## config.mk

```make
export PLATFORM = sky130hd
export DESIGN_NAME = instr_fetch_unit
export DESIGN_NICKNAME = d
export VERILOG_FILES = /design/src/rtl/instr_fetch_unit_pkg.sv /design/src/rtl/instr_fetch_unit.sv
export SDC_FILE = /design/constraint.sdc
export NUM_CORES = 1
export LEC_CHECK = 0
export BUFFER_PORTS_ARGS = -buffer_cell sky130_fd_sc_hd__buf_2
export CAP_MARGIN = 20
export CORE_ASPECT_RATIO = 0.7
export CORE_MARGIN = 5
export CORE_UTILIZATION = 49
export CTS_CLUSTER_DIAMETER = 200
export DETAILED_ROUTE_END_ITERATION = 6
export HOLD_SLACK_MARGIN = 0.08
export PLACE_DENSITY = 0.79
export SYNTH_ARGS = -nofsm -noshare
export SYNTH_HDL_FRONTEND = slang
export SYNTH_SLANG_ARGS = --single-unit
```

## constraint.sdc

```tcl
create_clock -name clk -period 1.7 [get_ports clk]
set_input_delay 0.085 -clock clk [delete_from_list [all_inputs] [get_ports clk]]
set_output_delay 0.085 -clock clk [all_outputs]
set_load 0.1 [all_outputs]
```

## src/rtl/instr_fetch_unit_pkg.sv

```systemverilog
// Shared constants and fetch-state encoding for the instruction-fetch stage.
package instr_fetch_unit_pkg;

    localparam logic [31:0] INSTR_ECALL = 32'h0000_0073;
    localparam logic [31:0] INSTR_NOP   = 32'h0000_0013;

    typedef enum logic [1:0] {
        FS_RUN   = 2'd0,
        FS_HALT  = 2'd1,
        FS_FAULT = 2'd2
    } fetch_state_e;

endpackage

```

## src/rtl/instr_fetch_unit.sv

```systemverilog
// Instruction-fetch stage: PC, imem addressing, IF/ID register with valid/ready,
// execute redirects, ecall halt and sticky illegal-target fault.
module instr_fetch_unit #(
    parameter logic [31:0] RESET_PC = 32'h0000_0000,
    parameter int unsigned IMEM_AW  = 6
) (
    input  logic               clk,
    input  logic               rst_n,
    output logic [IMEM_AW-1:0] imem_addr,
    input  logic [31:0]        imem_data,
    input  logic               redirect_valid,
    input  logic [31:0]        redirect_pc,
    input  logic               id_ready,
    output logic               if_valid,
    output logic [31:0]        if_instr,
    output logic [31:0]        if_pc,
    output logic               halted,
    output logic               fault
);
    import instr_fetch_unit_pkg::*;

    localparam logic [31:0] WIN_MASK = (32'd1 << (IMEM_AW + 2)) - 32'd1;

    fetch_state_e state_q, state_d;
    logic [31:0]  pc_q, pc_d;
    logic         if_valid_q, if_valid_d;
    logic [31:0]  if_instr_q, if_instr_d;
    logic [31:0]  if_pc_q, if_pc_d;
    logic         halted_q, fault_q;
    logic         load;

    // Legal target: word aligned and inside the instruction-memory window.
    function automatic logic target_ok(input logic [31:0] t);
        return (t[1:0] == 2'b00) && ((t & ~WIN_MASK) == '0);
    endfunction

    assign load = (state_q == FS_RUN) && (!if_valid_q || id_ready);

    always_comb begin
        state_d    = state_q;
        pc_d       = pc_q;
        if_valid_d = if_valid_q;
        if_instr_d = if_instr_q;
        if_pc_d    = if_pc_q;
        // Redirect outranks load, stall and the ecall transition; FAULT ignores it.
        if ((state_q != FS_FAULT) && redirect_valid) begin
            if_valid_d = 1'b0;
            if (target_ok(redirect_pc)) begin
                pc_d    = redirect_pc;
                state_d = FS_RUN;
            end else begin
                state_d = FS_FAULT;
            end
        end else if (load) begin
            if_instr_d = imem_data;
            if_pc_d    = pc_q;
            if_valid_d = 1'b1;
            pc_d       = (pc_q + 32'd4) & WIN_MASK;
            if (imem_data == INSTR_ECALL) begin
                state_d = FS_HALT;
            end
        end else if (if_valid_q && id_ready) begin
            if_valid_d = 1'b0;
        end
    end

    always_ff @(posedge clk or negedge rst_n) begin
        if (!rst_n) begin
            state_q    <= FS_RUN;
            pc_q       <= RESET_PC;
            if_valid_q <= 1'b0;
            if_instr_q <= INSTR_NOP;
            if_pc_q    <= '0;
            halted_q   <= 1'b0;
            fault_q    <= 1'b0;
        end else begin
            state_q    <= state_d;
            pc_q       <= pc_d;
            if_valid_q <= if_valid_d;
            if_instr_q <= if_instr_d;
            if_pc_q    <= if_pc_d;
            halted_q   <= (state_d == FS_HALT);
            fault_q    <= (state_d == FS_FAULT);
        end
    end

    assign imem_addr = pc_q[IMEM_AW+1:2];
    assign if_valid  = if_valid_q;
    assign if_instr  = if_instr_q;
    assign if_pc     = if_pc_q;
    assign halted    = halted_q;
    assign fault     = fault_q;

endmodule

```

==> impl_metrics.csv <==
group,metric,value,unit
synthesis,syn_area,0.00398,mm2
timing,finalHoldViolCount,0,
critical_path,worst_setup_path_end_kind,"register",
synthesis,synth_nets,480,
min_path,min-delay-start,"id_ready",
routing,drt_wl_total,10700,um
pwr,seqPwrFrac,0.437,
routing,drtPass1Iterations,4,
floorplanning,die_h,85.4,um
flow_run,drv_cap,0,
pwr,peakVddDrop,0.000665,V
timing,max_freq,626,MHz
clock_network,post_cts_buffers,0,
clock_network,path_clk_slew,60,ps
clock_network,cts_tree,"done",
routing,first_iter_violations,169,
routing,avgViaCountPerCell,5.04,
routing,drc,0,
floorplanning,die_w,118,um
routing,ant_nets,0,
floorplanning,core_area,0.00791,mm2
global_route,antenna_found_initial,0,
critical_path,required,1920,ps
routing,wl_per_cell,15.4,um
clock_network,insertion_delay,340,ps
floorplanning,top_level_ports,141,
finish,syn_to_final_growth,39.5,%
timing,layout_setup_ws,104,ps
critical_path,critPathKind,"reg -> reg",
place,dpl-instance-area,0.00481,mm2
timing,slew_viol_final,0,
pwr,combPwrFrac,0.189,
synthesis,yosys_warnings,0,
synthesis,synth_seq_cells,101,
timing,period_share,0.939,
place,gp_congestion,0.873,
floorplanning,initial_core_util,0.503,
global_route,grt_pass1_wl,17900,um
synthesis,synthDistinctLibCells,31,
global_route,grt_pass1_vias,3613,
timing,setup_viol_count_final,0,
global_route,track_usage,0.218,
place,dp_hpwl,7070,um
pwr,sw_frac_of_total,0.308,
critical_path,worstPathArrival,1820,ps
pwr,pwr-share-clk,0.374,
clock_network,cts_root_buf,"clkbuf_16",
global_route,grt_max_degree,81,
routing,via_count,3508,
pwr,p_leak,3.19,nW
synthesis,synth_common_cells,"nand2_1, dfrtp_1, and3_1",
timing,max_slew.worst_pin.slew,539,ps
synthesis,syn_area_per_cell,9.68,um2
synthesis,yosys_most_used_dff,"dfrtp_1",
synthesis,synthMostInstantiatedCell,"nand2_1",
clock_network,clk_path_buf_depth,2,
critical_path,start_kind,"register",
synthesis,synth-edff-count,0,
synthesis,synth_area_leaders,"dfrtp_1, nand2_1, and3_1, dfstp_2, nor4_1",
finish,design_area,0.00555,mm2
pwr,total_power,5.86,mW
timing,slew_headroom,0.637,
pwr,p_sw,1.80,mW
timing,clock_skew,6.01,ps
synthesis,postSynthCellCount,411,
synthesis,seq_area_frac_synth,0.636,
clock_network,cts_buffers,9,
critical_path,crit_fanout,14,
timing,layout_min_cycle_time,1600,ps
pwr,power.internal,4.06,mW
synthesis,synthArstFlopShare,1.00,
finish,drive_gt1_frac,0.305,
global_route,grt_remaining_overflow,0,
timing,setup_tns,0,ps
critical_path,crit_start,"state_q[1]$_DFF_PN0_",
synthesis,yosysTopAreaCell,"dfrtp_1",
synthesis,synth_top_area_frac,0.616,
critical_path,r2r_start,"state_q[1]$_DFF_PN0_",
place,preCtsSetupSlack,-179,ps
finish,fin_nets,658,
clock_network,cts.htree.levels,3,
floorplanning,row_count,27,
status,outcome,"complete, no violations",
min_path,hold_class,"in -> reg",
place,numPortBuffers,140,
floorplanning,die_area,0.0101,mm2
pwr,power_density,1060,mW/mm2
clock_network,numClockSinks,101,
[state kept, by name, summed over array words and instances (netlist names)]
signal and flops:
state_q 2, if_pc 32, if_instr 32, fault 1, pc_q 32, if_valid 1, halted 1
[per-layer routing]
| metal | track usage | share of wire | vias up |
|---|---|---|---|
| met5 | 0 | 0 | - |
| met4 | 0.0698 | 0.022 | 0 |
| met2 | 0.360 | 0.48 | 146 |
| li1 | - | - | 1667 |
| met1 | 0.280 | 0.43 | 1671 |
| met3 | 0.0626 | 0.066 | 24 |
[power by group through the flow]
stage               combinational, mW  clock [mW]  sequential [mW]
CTS                              1.11        2.22             2.56
global route                     1.16        2.32             2.57
detailed placement               1.03           0             2.60
global placement                 1.02           0             2.60
floorplan                       0.193           0             3.17
finish                           1.11        2.19             2.56
[what timing repair did]
action	4_1_cts	5_1_grt
gates resized for setup	0	2
hold buffers	40	0
hold endpoints to repair	73	0
endpoints found under the setup margin	0	1
[per-stage QoR]
step / std cells / hold slack (ps) / utilization
after CTS: 695 / 162 / 0.700
final: 696 / 173 / 0.702
after global routing: 695 / 186 / 0.702
after floorplan: 411 / -211 / -
after detailed placement: 639 / 79.0 / 0.609
after global placement: 639 / 81.6 / 0.609
[kinds of logic after synthesis]
logic type	synth area share
AO/OA/AOI/OAI	0.0255
adder cells (fa/ha/maj)	0.00314
buffers and inverters	0.0396
flip-flops	0.636
AND/OR/NAND/NOR	0.296
[worst max-delay path, cell delays in order, from the launching register on]
cell	delay, ps
dfrtp_1	430
nor2_1	270
and3_2	440
nand4_1	170
nand3_1	120
nand2_1	60
[cells in the final DEF (no fill, tap or decap), drive strengths merged]
| cell type | Yosys | layout |
|---|---|---|
| o22ai | 1 | 1 |
| nor2 | 7 | 7 |
| clkinvlp | 0 | 1 |
| dfrtp | 98 | 98 |
| and3 | 25 | 25 |
| a2bb2oi | 1 | 1 |
| or3 | 1 | 1 |
| nor4 | 12 | 12 |
| nand4b | 1 | 1 |
| dfstp | 3 | 3 |
| a21oi | 6 | 6 |
| inv | 3 | 3 |
| dlygate4sd3 | 0 | 40 |
| o211ai | 1 | 1 |
| diode | 0 | 1 |
| nor3 | 4 | 4 |
| clkbuf | 10 | 10 |
| nand4 | 5 | 5 |
| a41o | 1 | 1 |
| nand3b | 1 | 1 |
| nor2b | 1 | 1 |
| bufinv | 0 | 2 |
| nand3 | 6 | 6 |
| and2 | 5 | 5 |
| clkinv | 0 | 3 |
| buf | 15 | 152 |
| or2 | 1 | 1 |
| ha | 1 | 1 |
| nand2b | 2 | 2 |
| nand2 | 196 | 196 |
| o221a | 2 | 2 |
| o21ai | 2 | 2 |
[path summary, 6_finish.rpt]
path	endpoint	slack (ps)	cells after the start
max in group asynchronous	pc_q[0]$_DFFE_PN0P_	880	3
hold / removal	if_valid$_DFFE_PN0P_	170	3
hold reg to reg	if_instr[1]$_DFFE_PN1P_	460	2
setup reg to reg	pc_q[5]$_DFFE_PN0P_	100	5
setup / recovery	pc_q[5]$_DFFE_PN0P_	100	5
min in group asynchronous	if_instr[18]$_DFFE_PN0P_	290	2
[layout make-up]
class,count,area (um2)
inverter,3,11.3
clock buffer,10,239
fill,557,2350
timing repair buffer,192,1240
clock inverter,6,86.3
multi-input combinational,282,1310
antenna,1,2.50
tap,101,126
sequential,101,2530
Note: power is estimated with default switching activity, not from simulation.
